===== src/rtl/matmul_apb_mon_pkg.sv =====
// Shared constants for the matmul APB protocol monitor.
package matmul_apb_mon_pkg;

  // Violation flag positions in the sticky viol vector
  localparam int NUM_VIOL       = 6;
  localparam int VIOL_PHASE     = 0;
  localparam int VIOL_UNSTABLE  = 1;
  localparam int VIOL_TIMEOUT   = 2;
  localparam int VIOL_PREADY_ST = 3;
  localparam int VIOL_BUSY_MISS = 4;
  localparam int VIOL_ERR_READY = 5;

  // Transfer phase FSM encoding (also driven out on the debug state port)
  typedef logic [1:0] mon_state_t;
  localparam mon_state_t ST_IDLE   = 2'd0;
  localparam mon_state_t ST_SETUP  = 2'd1;
  localparam mon_state_t ST_ACCESS = 2'd2;

  // Event counter slots
  localparam int CNT_WR  = 0;
  localparam int CNT_RD  = 1;
  localparam int CNT_ERR = 2;
  localparam int NUM_CNT = 3;

endpackage


===== src/rtl/matmul_sat_counter.sv =====
// Saturating event counter with synchronous clear.
module matmul_sat_counter #(
  parameter int W = 16
) (
  input  logic         clk,
  input  logic         rst,
  input  logic         inc,
  input  logic         clr,
  output logic [W-1:0] cnt
);

  // Clear restarts from this cycle's event so a coincident increment is kept
  always_ff @(posedge clk or negedge rst) begin
    if (!rst)                 cnt <= '0;
    else if (clr)             cnt <= inc ? W'(1) : '0;
    else if (inc && !(&cnt))  cnt <= cnt + W'(1);
  end

endmodule


===== src/rtl/matmul_apb_monitor.sv =====
// Passive APB protocol monitor for the matmul accelerator slave port.
module matmul_apb_monitor
  import matmul_apb_mon_pkg::*;
#(
  parameter int DATA_WIDTH     = 16,
  parameter int BUS_WIDTH      = 64,
  parameter int ADDR_WIDTH     = 16,
  parameter int SP_NTARGETS    = 4,
  parameter int TIMEOUT_CYCLES = 16,
  parameter int CNT_WIDTH      = 16
) (
  input  logic                  clk,
  input  logic                  rst,
  input  logic                  psel,
  input  logic                  penable,
  input  logic                  pwrite,
  input  logic [ADDR_WIDTH-1:0] paddr,
  input  logic [BUS_WIDTH-1:0]  pwdata,
  input  logic [BUS_WIDTH-1:0]  prdata,
  input  logic                  pready,
  input  logic                  pslverr,
  input  logic                  busy,
  input  logic                  clr,
  output logic [NUM_VIOL-1:0]   viol,
  output logic                  viol_pulse,
  output logic [CNT_WIDTH-1:0]  wr_cnt,
  output logic [CNT_WIDTH-1:0]  rd_cnt,
  output logic [CNT_WIDTH-1:0]  err_cnt,
  output logic [1:0]            state
);

  localparam int TW = $clog2(TIMEOUT_CYCLES + 1);

  mon_state_t             st_q, st_d;
  logic                   capture, phase_err, done, armed;
  logic [ADDR_WIDTH-1:0]  cap_addr;
  logic                   cap_write;
  logic [BUS_WIDTH-1:0]   cap_wdata;
  logic [TW-1:0]          tcnt;
  logic                   to_hit, unstable, stuck, busy_miss, err_ready;
  logic                   prev_pready, bm_pend;
  logic [NUM_VIOL-1:0]    det;
  logic [NUM_CNT-1:0]     cnt_inc;
  logic [NUM_CNT-1:0][CNT_WIDTH-1:0] cnt_q;

  // Read data and the pass-through sizing parameters carry no checks
  logic unused_sink;
  assign unused_sink = ^{prdata, DATA_WIDTH[0], SP_NTARGETS[0]};

  assign done = (st_q == ST_ACCESS) && (pready || pslverr);

  // Next phase, capture strobe and phase-sequence violations
  always_comb begin
    st_d      = st_q;
    capture   = 1'b0;
    phase_err = 1'b0;
    case (st_q)
      ST_IDLE: begin
        if (psel && !penable) begin
          st_d    = ST_SETUP;
          capture = 1'b1;
        end else if (psel && penable) begin
          // Skipped SETUP; right after reset this is a transfer already in flight
          st_d      = ST_ACCESS;
          capture   = 1'b1;
          phase_err = armed;
        end
      end
      ST_SETUP: begin
        if (psel && penable) st_d = ST_ACCESS;
        else begin
          st_d      = ST_IDLE;
          phase_err = 1'b1;
        end
      end
      ST_ACCESS: begin
        if (done) begin
          if (psel && !penable) begin
            st_d    = ST_SETUP;
            capture = 1'b1;
          end else begin
            st_d = ST_IDLE;
          end
        end else if (!psel) begin
          st_d      = ST_IDLE;
          phase_err = 1'b1;
        end
      end
      default: st_d = ST_IDLE;
    endcase
  end

  // Phase register; armed masks the phase check on the first edge after reset
  always_ff @(posedge clk or negedge rst) begin
    if (!rst) begin
      st_q  <= ST_IDLE;
      armed <= 1'b0;
    end else begin
      st_q  <= st_d;
      armed <= 1'b1;
    end
  end

  // Transfer attributes latched at the start of each tracked transfer
  always_ff @(posedge clk or negedge rst) begin
    if (!rst) begin
      cap_addr  <= '0;
      cap_write <= 1'b0;
      cap_wdata <= '0;
    end else if (capture) begin
      cap_addr  <= paddr;
      cap_write <= pwrite;
      cap_wdata <= pwdata;
    end
  end

  assign to_hit = (st_q == ST_ACCESS) && !done && (tcnt == TW'(TIMEOUT_CYCLES - 1));

  // Wait-cycle counter; saturates at the limit so a transfer flags once
  always_ff @(posedge clk or negedge rst) begin
    if (!rst)                                tcnt <= '0;
    else if (st_d != ST_ACCESS)              tcnt <= '0;
    else if ((st_q == ST_ACCESS) && !done &&
             (tcnt != TW'(TIMEOUT_CYCLES)))  tcnt <= tcnt + TW'(1);
  end

  // One-cycle history: previous pready and a pending start-command completion
  always_ff @(posedge clk or negedge rst) begin
    if (!rst) begin
      prev_pready <= 1'b0;
      bm_pend     <= 1'b0;
    end else begin
      prev_pready <= pready;
      bm_pend     <= done && cap_write && (cap_addr == '0) && cap_wdata[0] && !pslverr;
    end
  end

  assign unstable  = (st_q == ST_ACCESS) && psel && penable &&
                     ((paddr != cap_addr) || (pwrite != cap_write) ||
                      (cap_write && (pwdata != cap_wdata)));
  assign stuck     = pready && prev_pready;
  assign busy_miss = bm_pend && !busy;
  assign err_ready = pready && pslverr;

  // Gather this cycle's violations into flag positions
  always_comb begin
    det                 = '0;
    det[VIOL_PHASE]     = phase_err;
    det[VIOL_UNSTABLE]  = unstable;
    det[VIOL_TIMEOUT]   = to_hit;
    det[VIOL_PREADY_ST] = stuck;
    det[VIOL_BUSY_MISS] = busy_miss;
    det[VIOL_ERR_READY] = err_ready;
  end

  // Sticky flags and the any-violation pulse; clr never hides a fresh hit
  always_ff @(posedge clk or negedge rst) begin
    if (!rst) begin
      viol       <= '0;
      viol_pulse <= 1'b0;
    end else begin
      viol       <= (clr ? '0 : viol) | det;
      viol_pulse <= |det;
    end
  end

  assign cnt_inc[CNT_WR]  = done && cap_write;
  assign cnt_inc[CNT_RD]  = done && !cap_write;
  assign cnt_inc[CNT_ERR] = done && pslverr;

  for (genvar i = 0; i < NUM_CNT; i++) begin : g_cnt
    matmul_sat_counter #(.W(CNT_WIDTH)) u_cnt (
      .clk (clk),
      .rst (rst),
      .inc (cnt_inc[i]),
      .clr (clr),
      .cnt (cnt_q[i])
    );
  end

  assign wr_cnt  = cnt_q[CNT_WR];
  assign rd_cnt  = cnt_q[CNT_RD];
  assign err_cnt = cnt_q[CNT_ERR];
  assign state   = st_q;

endmodule


===== config.mk =====
export PLATFORM = sky130hd
export DESIGN_NAME = matmul_apb_monitor
export DESIGN_NICKNAME = d
export VERILOG_FILES = /design/src/rtl/matmul_apb_mon_pkg.sv /design/src/rtl/matmul_sat_counter.sv /design/src/rtl/matmul_apb_monitor.sv
export SDC_FILE = /design/constraint.sdc
export NUM_CORES = 1
export LEC_CHECK = 0
export CORE_ASPECT_RATIO = 1.5
export CORE_MARGIN = 2
export CORE_UTILIZATION = 43
export CTS_CLUSTER_DIAMETER = 30
export CTS_CLUSTER_SIZE = 10
export DETAILED_ROUTE_END_ITERATION = 16
export PLACE_DENSITY_LB_ADDON = 0.2
export RECOVER_POWER = 50
export SYNTH_ARGS = -nofsm -noshare
export SYNTH_HDL_FRONTEND = slang
export SYNTH_SLANG_ARGS = --single-unit
export TNS_END_PERCENT = 30

===== constraint.sdc =====
create_clock -name clk -period 1.7 [get_ports clk]
set_clock_uncertainty 0.15 [all_clocks]
set_input_delay 0.255 -clock clk [delete_from_list [all_inputs] [get_ports clk]]
set_output_delay 0.255 -clock clk [all_outputs]
set_load 0.03 [all_outputs]

# ---- Word-level counts from Yosys, hierarchy flattened
# Cells that the tools add are included.
dict set report classes {
  n_eq_ne 8
  bitwise_logic 1
  n_reduce_logical 43
  mux 30
  add_sub_neg 4
}
# operator count
set ops {}
lappend ops {{$mux W16} 6}
lappend ops {{$ne A64 B64 Y1} 1}
lappend ops {{$add A16 B1 Y16 const B} 3}
lappend ops {{$reduce_and A16 Y1} 3}
lappend ops {{$logic_and A1 B1 Y1} 22}
lappend ops {{$logic_not A16 Y1} 1}
lappend ops {{$ne A16 B16 Y1} 1}
lappend ops {{$mux W1} 13}
lappend ops {{$mux W2} 5}
lappend ops {{$mux W5} 2}
lappend ops {{$logic_not A1 Y1} 8}
lappend ops {{$reduce_bool A2 Y1} 4}
lappend ops {{$mux W6} 1}
lappend ops {{$or A6 B6 Y6} 1}
lappend ops {{$pmux W2 S3} 1}
lappend ops {{$reduce_or A6 Y1} 1}
lappend ops {{$add A5 B1 Y5 const B} 1}
lappend ops {{$eq A5 B4 Y1 const B} 1}
lappend ops {{$ne A5 B5 Y1 const B} 1}
lappend ops {{$logic_or A1 B1 Y1} 3}
lappend ops {{$pmux W1 S3} 1}
lappend ops {{$eq A2 B1 Y1 const B} 1}
lappend ops {{$eq A2 B2 Y1 const B} 1}
lappend ops {{$logic_not A2 Y1} 1}
lappend ops {{other kinds (3)} 3}
dict set report word_totals {
  regBits 146
  out_inout_bits 57
  wordCells 99
  inputBits 153
}

# ---- Longest topological paths before layout
# Gate-level depths: netlist of run 1.
dict set report depth {
  depth_word 7
  mapped_depth 7
  mapped_depth_nobuf 7
}

# ---- Cells and area by module
# From an unflattened synthesis of run 1, not the netlist that was laid out.
dict set report unflattened {
  cells_unflattened 649
  area_unflattened_um2 7871.3
}
# mod area_each_um2 seq_area_each_um2 cells_each n_inst
set modules_own_cells {}
lappend modules_own_cells {matmul_apb_monitor 5129.9 2452.4 364 1}
lappend modules_own_cells {{matmul_sat_counter at g_cnt[0].u_cnt ...} 888.4 400.4 91 2}
lappend modules_own_cells {{matmul_sat_counter at g_cnt[2].u_cnt} 964.7 400.4 103 1}

# ---- Worst setup path before layout of run 1
# OpenSTA, ideal clock, no wires.
dict set report synth_timing {
  kind {register -> register}
  start {register st_q[0] (netlist: state[0])}
  end {register g_cnt[0].u_cnt.cnt[14]}
  synth_period_minus_slack_ps 2051
  path_slack_ps -351
  n_path_buf 1
  required_time_ps 1418
  arrival_ps 1770
  setup_time_ps 132
  path_stages_with_launch 8
  cell_sequence {dfrtp_1 > buf_6 > and2b_2 > nand3_4 > or3_4 > nor3_2 > mux2i_1 > nor2_1}
}
dict set report synth_via {
  elab_chain_cells 5
}
# item line_no
set synth_rtl {}
lappend synth_rtl {{from (decl)} matmul_apb_monitor.sv:34} ;# mon_state_t st_q, st_d;
lappend synth_rtl {{from (signal assigned)} matmul_apb_monitor.sv:99} ;# st_q <= st_d;
lappend synth_rtl {{$eq A2 B2 Y1} matmul_apb_monitor.sv:50} ;# assign done = (st_q == ST_ACCESS) && (pready || pslverr);
lappend synth_rtl {{$logic_and A1 B1 Y1} matmul_apb_monitor.sv:50}
lappend synth_rtl {{$logic_and A1 B1 Y1} matmul_apb_monitor.sv:167} ;# assign cnt_inc[CNT_WR] = done && cap_write;
lappend synth_rtl {{$logic_and A1 B1 Y1} matmul_sat_counter.sv:16} ;# else if (inc && !(&cnt)) cnt <= cnt + W'(1);
lappend synth_rtl {{$reduce_bool A2 Y1 (no source line)} -}
lappend synth_rtl {{to (signal assigned)} matmul_sat_counter.sv:15} ;# else if (clr) cnt <= inc ? W'(1) : '0;
lappend synth_rtl {{to (signal assigned)} matmul_sat_counter.sv:16}
lappend synth_rtl {{to (decl)} matmul_sat_counter.sv:9} ;# output logic [W-1:0] cnt
# Every way passes these cells.
# A chain may end at the register's enable or synchronous reset.

# ---- Worst setup path in the final report of run 1
dict set report layout_timing {
  start {register st_q[0] (netlist: state[0])}
  end {register g_cnt[2].u_cnt.cnt[5]}
}
dict set report layout_via {
  elab_chain_cells 5
}
# item line_no
set layout_rtl {}
lappend layout_rtl {{$eq A2 B2 Y1} matmul_apb_monitor.sv:50}
lappend layout_rtl {{$logic_and A1 B1 Y1} matmul_apb_monitor.sv:50}
lappend layout_rtl {{$logic_and A1 B1 Y1} matmul_apb_monitor.sv:169} ;# assign cnt_inc[CNT_ERR] = done && pslverr;
lappend layout_rtl {{$logic_and A1 B1 Y1} matmul_sat_counter.sv:16}
lappend layout_rtl {{$reduce_bool A2 Y1 (no source line)} -}
lappend layout_rtl {{to (signal assigned)} matmul_sat_counter.sv:15}
lappend layout_rtl {{to (signal assigned)} matmul_sat_counter.sv:16}
lappend layout_rtl {{to (decl)} matmul_sat_counter.sv:9}
# Every way passes these cells.

==> results of run 1 <==
how the worst min path moves through the flow:
stage                      start                     to  cells past startpoint
final                     pready            prev_pready                      1
after global routing      pready            prev_pready                      1
after CTS                 pready            prev_pready                      1
after detailed placement     rst  g_cnt[2].u_cnt.cnt[7]                      1
after global placement       rst            cap_addr[4]                      1
after floorplan              rst                  armed                      0
Yosys cell counts (2+ instances only):
cell type / count / share of area
or2_1: 2 / 0.0017
nor2_1: 63 / 0.033
and3b_1: 2 / 0.0024
nand4_1: 36 / 0.031
nand2b_1: 3 / 0.0026
or3_1: 4 / 0.0035
o21a_1: 2 / 0.0021
clkbuf_1: 7 / 0.0036
o21ai_0: 11 / 0.0076
nor2b_1: 2 / 0.0017
and2_1: 2 / 0.0017
a21oi_1: 14 / 0.0097
nor4_4: 2 / 0.0059
nand2_1: 22 / 0.011
nand3_1: 21 / 0.015
ha_1: 6 / 0.010
dfrtp_1: 146 / 0.51
nor3_1: 7 / 0.0049
buf_2: 10 / 0.0069
xor2_1: 41 / 0.050
xnor2_1: 77 / 0.094
a41oi_1: 2 / 0.0024
nor4_1: 10 / 0.0087
and4_1: 3 / 0.0036
inv_1: 14 / 0.0073
mux2_1: 6 / 0.0094
nor3_2: 3 / 0.0042
a22o_1: 2 / 0.0024
mux2i_1: 6 / 0.0083
mux2_2: 75 / 0.12
and3_1: 10 / 0.0087
power by group:
group | total, mW | leakage [nW] | switching [mW] | internal (mW)
Combinational | 1.72 | 2.62 | 0.678 | 1.05
Clock | 3.92 | 0.297 | 1.47 | 2.45
Sequential | 4.08 | 1.80 | 0.260 | 3.82
Total | 9.73 | 4.72 | 2.40 | 7.32
repair_timing:
item | CTS | global route
hold buffers | 1 | 0
resized for setup | 164 | 107
setup endpoints to repair | 187 | 150
setup buffers | 1 | 12
pin swaps | 21 | 51
endpoints found under the hold margin | 54 | 0
through the flow:
step           worst slack, ns  instances  hold slack (ns)  power, mW
2_1_floorplan           -0.305        628           -0.191       4.96
3_3_place_gp            -0.717       1083           0.0733       5.65
3_5_place_dp            -0.745       1083           0.0742       5.72
4_1_cts                 -0.202       1116           0.0297       9.67
5_1_grt                 -0.289       1128           0.0638       10.2
6_report                -0.194       1128           0.0579       9.73
per-layer routing:
metal	global-route usage	routed length [µm]
met5	0	0
met2	0.383	10300
met4	0.0616	308
met3	0.0516	814
met1	0.227	6910
cells in the final DEF (no fill, tap or decap), types with 6 or more instances in the layout:
master | synthesis | routed
mux2_4 | 0 | 32
clkdlybuf4s50_1 | 0 | 84
buf_12 | 0 | 7
a21oi_1 | 14 | 7
clkdlybuf4s15_2 | 0 | 32
buf_4 | 0 | 111
clkbuf_2 | 0 | 11
nor2_1 | 63 | 53
mux2_2 | 75 | 46
and3_1 | 10 | 9
buf_6 | 1 | 11
xor2_1 | 41 | 39
a21oi_2 | 0 | 6
dfrtp_2 | 0 | 24
xnor2_1 | 77 | 72
nor4_1 | 10 | 7
dlygate4sd2_1 | 0 | 14
mux2i_1 | 6 | 6
nand3_1 | 21 | 13
nand4_1 | 36 | 36
inv_1 | 14 | 13
o21ai_0 | 11 | 8
dfrtp_1 | 146 | 122
nand2_1 | 22 | 18
clkbuf_16 | 0 | 17
nor2_2 | 0 | 6
cells by family after synthesis:
| kind of cell | share of synthesized area |
|---|---|
| compound gates | 0.0356 |
| xor+xnor | 0.143 |
| fa+ha+maj | 0.0104 |
| buf+inv | 0.0194 |
| flops | 0.507 |
| mux | 0.135 |
| other cells | 0.000520 |
| simple gates | 0.149 |
sequential cells by signal (all words and copies together) (netlist names):
register,cells
cap_addr,16
g_cnt.u_cnt.cnt,48
viol_pulse,1
bm_pend,1
cap_write,1
prev_pready,1
tcnt,5
viol,6
state,2
cap_wdata,64
armed,1
final cells by class:
class,count,area share
clock buffer,18,0.0387
multi-input combinational,450,0.355
sequential,146,0.332
tap,210,0.0237
timing repair buffer,277,0.229
clock inverter,13,0.0167
inverter,14,0.00474
==> metrics.md, run 1 <==
| Metric | Value |
|---|---|
| Final sum of negative setup slack | -4.92 ns |
| Standard-cell row count | slightly below 60 |
| Stages on the worst setup path | 5 |
| Chip height | approximately 160 µm |
| Area of the multi-input gates | 0.00393 mm² |
| Register Area | about 0.0037 mm² |
| Routability Congestion | roughly 0.8 |
| R2r endpoint | g_cnt[2].u_cnt.cnt[5] |
| Worst path required time | 1.89 ns |
| Routed via count | 5,729 |
| Peak clock frequency supported by timing | about 530 MHz |
| Type of element capturing the critical path | flip-flop |
| Number of storage elements in the synthesis netlist | between 100 and 150 |
| Slew at the pin closest to its max-slew limit | ~1.1 ns |
| FILL cells | 1,274 |
| Final number of max-transition violations | 0 |
| Reg-to-reg critical path startpoint | state[0] |
| Source of the critical timing path | state[0] |
| Die extent in x | around 110 µm |
| Internal reg-to-reg setup slack | -0.19 ns |
| Initial antenna violation count | 0 |
| Number of optimization iterations in the first detailed-route pass | 4 |
| Synth cell types | 48 |
| Post-synthesis average cell area | roughly 11 µm² |
| Initial core utilization | 0.434 |
| Net count after synthesis | approximately 800 |
| Final cell utilization of the core | 0.667 |
| Layout cells sized above 1 | 0.415 |
| Async set-or-reset flop fraction in the synthesized netlist | 1.00 |
| Diodes inserted | 0 |
| Cell leakage power | around 4.7 nW |
| Number of buffers on the longest clock path | 2 |
| Global Route Usage Sum | 0.206 |
| Critical path arrival | 2.08 ns |
| Number of global-route vias before repair | 6,095 |
| Cells along the critical path | and3b_2 -> nand4_1 -> a41o_1 -> or3_1 -> a21oi_2 |
| Cell family with most CP delay | simple AND/OR/NAND/NOR gates |
| TritonCTS clock tree | yes |
| Wirelength, routed | 18,300 µm |
| Clock-pin slew of the registers on the worst-case setup and hold paths | about 0.060 ns |
| CTS Sinks | around 150 |
| Portion of the post-synthesis area used by sequential elements | 0.507 |
| Setup crit start kind | flip-flop |
| Final HPWL DP | approximately 13,000 µm |
| Die Footprint | 0.0178 mm² |
| Post-DRT Antenna Nets | 0 |
| Clock latency of the later-clocked register in the worst-skew pair | between 0.4 and 0.5 ns |
| Overflow after GRT | 0 |
| Count of buffer and inverter cells on the critical path | 0 |
| Largest net degree at the start of global routing | 42 |
| Max incr delay on CP | around 0.42 ns |
| Area growth, synth to finish | 53.7% |
| Syn Inst Count | around 630 |
| Number of setup violations in the final report | 63 |
| Outcome | complete, but fails checks |
| Fin area | between 0.01 and 0.015 mm² |
| CTS Buf Count | 17 |
| Setup CP Type | reg -> reg |
| Number of nets at the end of the flow | about 1,100 |
| Cells on worst reg2reg path | 5 |
| Fin worst setup slack | -0.194 ns |
| Hold Vio Cnt, Final | 0 |
| Count of pins on the block boundary | 210 |
| Post-route minimum period | ~1.9 ns |
| Total of max-cap violations | 0 |
| Count of H-tree levels built during CTS | 4 |
| Endpoint of the worst setup timing path | g_cnt[2].u_cnt.cnt[5] |
| Maximum resistive drop on vdd | 620 µV |
| Critical Path Slowest Stage Cell | dfrtp_2 |
| Syn Std Cell Area | 0.00721 mm² |
| Mean routed wirelength per cell | about 16 µm |
| Critical path fanouts, max | 5 |
| I/O Buffers | between 100 and 150 |
| First-pass GRT wire length | about 29,000 µm |
| Post-Place Cell Area | around 0.0099 mm² |
| Detail-routed via count per cell | 5.08 |
| Worst slew margin relative to its limit | 0.259 |
| Std-Cell Core Area | ~0.017 mm² |
| Yosys synthesis warning count | 0 |
| Failing checks | setup timing |
| DRC violations left | 0 |
| Detailed Route Iter0 Violations | approximately 260 |
| Clock Tree Root | clkbuf_16 |
| Power density over the cells | 878 mW/mm² |
| Worst min path class | in -> reg |
| Dominant synthesized flop cell | dfrtp_1 |
| Share of the cycle needed by the critical path after routing | 1.11 |
| RSZ-0062 raised after global routing | yes |
| EDFF count, synth | 0 |
Power figures use the tool's default switching activity.
==> run 2: changes to the inputs <==
Settings changed: SETUP_SLACK_MARGIN set to 0.1.
==> metrics.md, run 2 (same netlist as run 1, synthesis figures left out) <==
| Metric | Value |
|---|---|
| Outcome | complete, but fails checks |
| Failing checks | setup timing |
| Commonest non-fill, non-tap cell in the layout | dfrtp_1 |
| Commonest cells after routing, fill and taps aside | dfrtp_1 (120), buf_4 (114), clkdlybuf4s50_1 (84) |
| Cell family with most CP delay | simple AND/OR/NAND/NOR gates |
| Chip height | 163 µm |
| Type of element capturing the critical path | flip-flop |
| Count of pins on the block boundary | 210 |
| Hold Vio Cnt, Final | 0 |
| RSZ-0062 raised after global routing | yes |
| First-pass GRT wire length | 29,100 µm |
| Stages on the worst setup path | 8 |
| Die Footprint | about 0.018 mm² |
| Cell count of the worst hold path | 1 |
| Detail-routed via count per cell | about 5.1 |
| Largest registers | cap_wdata: 64 flops, g_cnt.u_cnt.cnt: 48 flops, cap_addr: 16 flops |
| CTS Sinks | ~150 |
| Wirelength, routed | 18,300 µm |
| Mean routed wirelength per cell | roughly 16 µm |
| Total of max-cap violations | 0 |
| Final HPWL DP | 13,200 µm |
| I/O Buffers | roughly 150 |
| Critical Path Slowest Stage Cell | dfrtp_2 |
| Worst min path class | in -> reg |
| Number of buffers on the longest clock path | 2 |
| Global routing usage on met3 | 0.0524 |
| Diodes inserted | 0 |
| Worst slew margin relative to its limit | 0.255 |
| Worst slack at placement | -0.745 ns |
| Power density over the cells | slightly below 900 mW/mm² |
| Clock latency of the later-clocked register in the worst-skew pair | ~0.42 ns |
| Setup CP Type | reg -> reg |
| Initial core utilization | 0.434 |
| Count of H-tree levels built during CTS | 4 |
| Initial antenna violation count | 0 |
| TritonCTS clock tree | yes |
| Number of nets at the end of the flow | ~1,100 |
| GR peak layer | met2 |
| Critical path arrival | about 2.1 ns |
| Setup crit start kind | flip-flop |
| CTS Buf Count | 17 |
| Area of the multi-input gates | 0.00395 mm² |
| Largest register FFs | 64 |
| Grt met1 use | 0.232 |
| Clock-pin slew of the registers on the worst-case setup and hold paths | about 0.060 ns |
| DRC violations left | 0 |
| Internal reg-to-reg setup slack | -0.19 ns |
| Final sum of negative setup slack | -4.87 ns |
| Most flops, register | cap_wdata |
| Slew at the pin closest to its max-slew limit | between 1 and 1.5 ns |
| R2r endpoint | g_cnt[0].u_cnt.cnt[9] |
| Register Area | approximately 0.0037 mm² |
| Endpoint of the worst setup timing path | g_cnt[0].u_cnt.cnt[9] |
| Standard-cell row count | just under 60 |
| Detailed Route Iter0 Violations | 226 |
| Clock Tree Root | clkbuf_16 |
| Cells along the critical path | ha_4 -> nand4_1 -> nor4_4 -> buf_4 -> nor4_4 -> nand4_1 -> xor2_1 -> nor2_1 |
| Largest net degree at the start of global routing | 42 |
| Source of the critical timing path | g_cnt[0].u_cnt.cnt[1] |
| Post-route minimum period | 1.89 ns |
| Die extent in x | roughly 110 µm |
| Overflow after GRT | 0 |
| Reg-to-reg critical path startpoint | g_cnt[0].u_cnt.cnt[1] |
| Share of the cycle needed by the critical path after routing | 1.11 |
| Routed via count | 5,732 |
| Critical path fanouts, max | 5 |
| Final number of max-transition violations | 0 |
| Number of setup violations in the final report | 58 |
| Cell leakage power | 4.77 nW |
| Routability Congestion | between 0.8 and 0.9 |
| Number of global-route vias before repair | ~6,000 |
| Fin worst setup slack | -0.188 ns |
| FILL cells | about 1,300 |
| Maximum resistive drop on vdd | 620 µV |
| Global-route met2 utilization | 0.384 |
| Std-Cell Core Area | ~0.017 mm² |
| Global Route Usage Sum | 0.209 |
| Worst path required time | 1.89 ns |
| Cells on worst reg2reg path | 8 |
| Max incr delay on CP | approximately 0.43 ns |
| Peak clock frequency supported by timing | 530 MHz |
| Layout cells sized above 1 | 0.428 |
| Post-DRT Antenna Nets | 0 |
| Number of optimization iterations in the first detailed-route pass | 4 |
| Area growth, synth to finish | 51.9% |
| Count of buffer and inverter cells on the critical path | 1 |
| Total power | just under 10 mW |
[run 2: worst min path at each step]
stage / from / endpoint / slack, ns
after CTS: pready / prev_pready / 0.03
final: pready / prev_pready / 0.06
after global routing: pready / prev_pready / 0.06
after global placement: rst / cap_addr[4] / 0.07
after detailed placement: rst / g_cnt[2].u_cnt.cnt[7] / 0.07
after floorplan: rst / armed / -0.19
[run 2: worst reg2reg max path, stage by stage (launching register included)]
cell,delay (ns)
dfrtp_2,0.43
ha_4,0.18
nand4_1,0.14
nor4_4,0.07
buf_4,0.14
nor4_4,0.31
nand4_1,0.16
xor2_1,0.16
nor2_1,0.09
[run 2: area by class of cell]
type | count | share of cell area
clock inverter | 13 | 0.0169
inverter | 14 | 0.00480
multi-input combinational | 450 | 0.361
tap | 210 | 0.0240
sequential | 146 | 0.337
clock buffer | 18 | 0.0392
timing repair buffer | 280 | 0.218
[run 2: stage by stage]
step / instance area (µm²) / std cells / hold slack [ns] / utilization
6_report: 10900 / 1131 / 0.0623 / 0.659
5_1_grt: 10900 / 1131 / 0.0634 / 0.659
4_1_cts: 10500 / 1116 / 0.0297 / 0.634
3_5_place_dp: 9920 / 1083 / 0.0742 / 0.597
3_3_place_gp: 9920 / 1083 / 0.0733 / 0.597
2_1_floorplan: 7290 / 628 / -0.191 / -
[run 2: what timing repair did]
action                                  4_1_cts  5_1_grt
pin swaps                                    32       54
buffers inserted                              1       15
endpoints found under the setup margin      195      145
hold buffers                                  1        0
gates resized for setup                     303       92
hold endpoints to repair                     54        0
[run 2: power by group]
part	internal [mW]	total (mW)	switching (mW)
logic	1.06	1.74	0.679
clock network	2.45	3.92	1.47
registers	3.82	4.08	0.261
total	7.33	9.74	2.41
[run 2: per-layer routing]
metal,vias up,wire (µm)
met5,-,0
met4,0,261
met3,18,854
met2,125,10200
met1,2834,6980
li1,2755,-
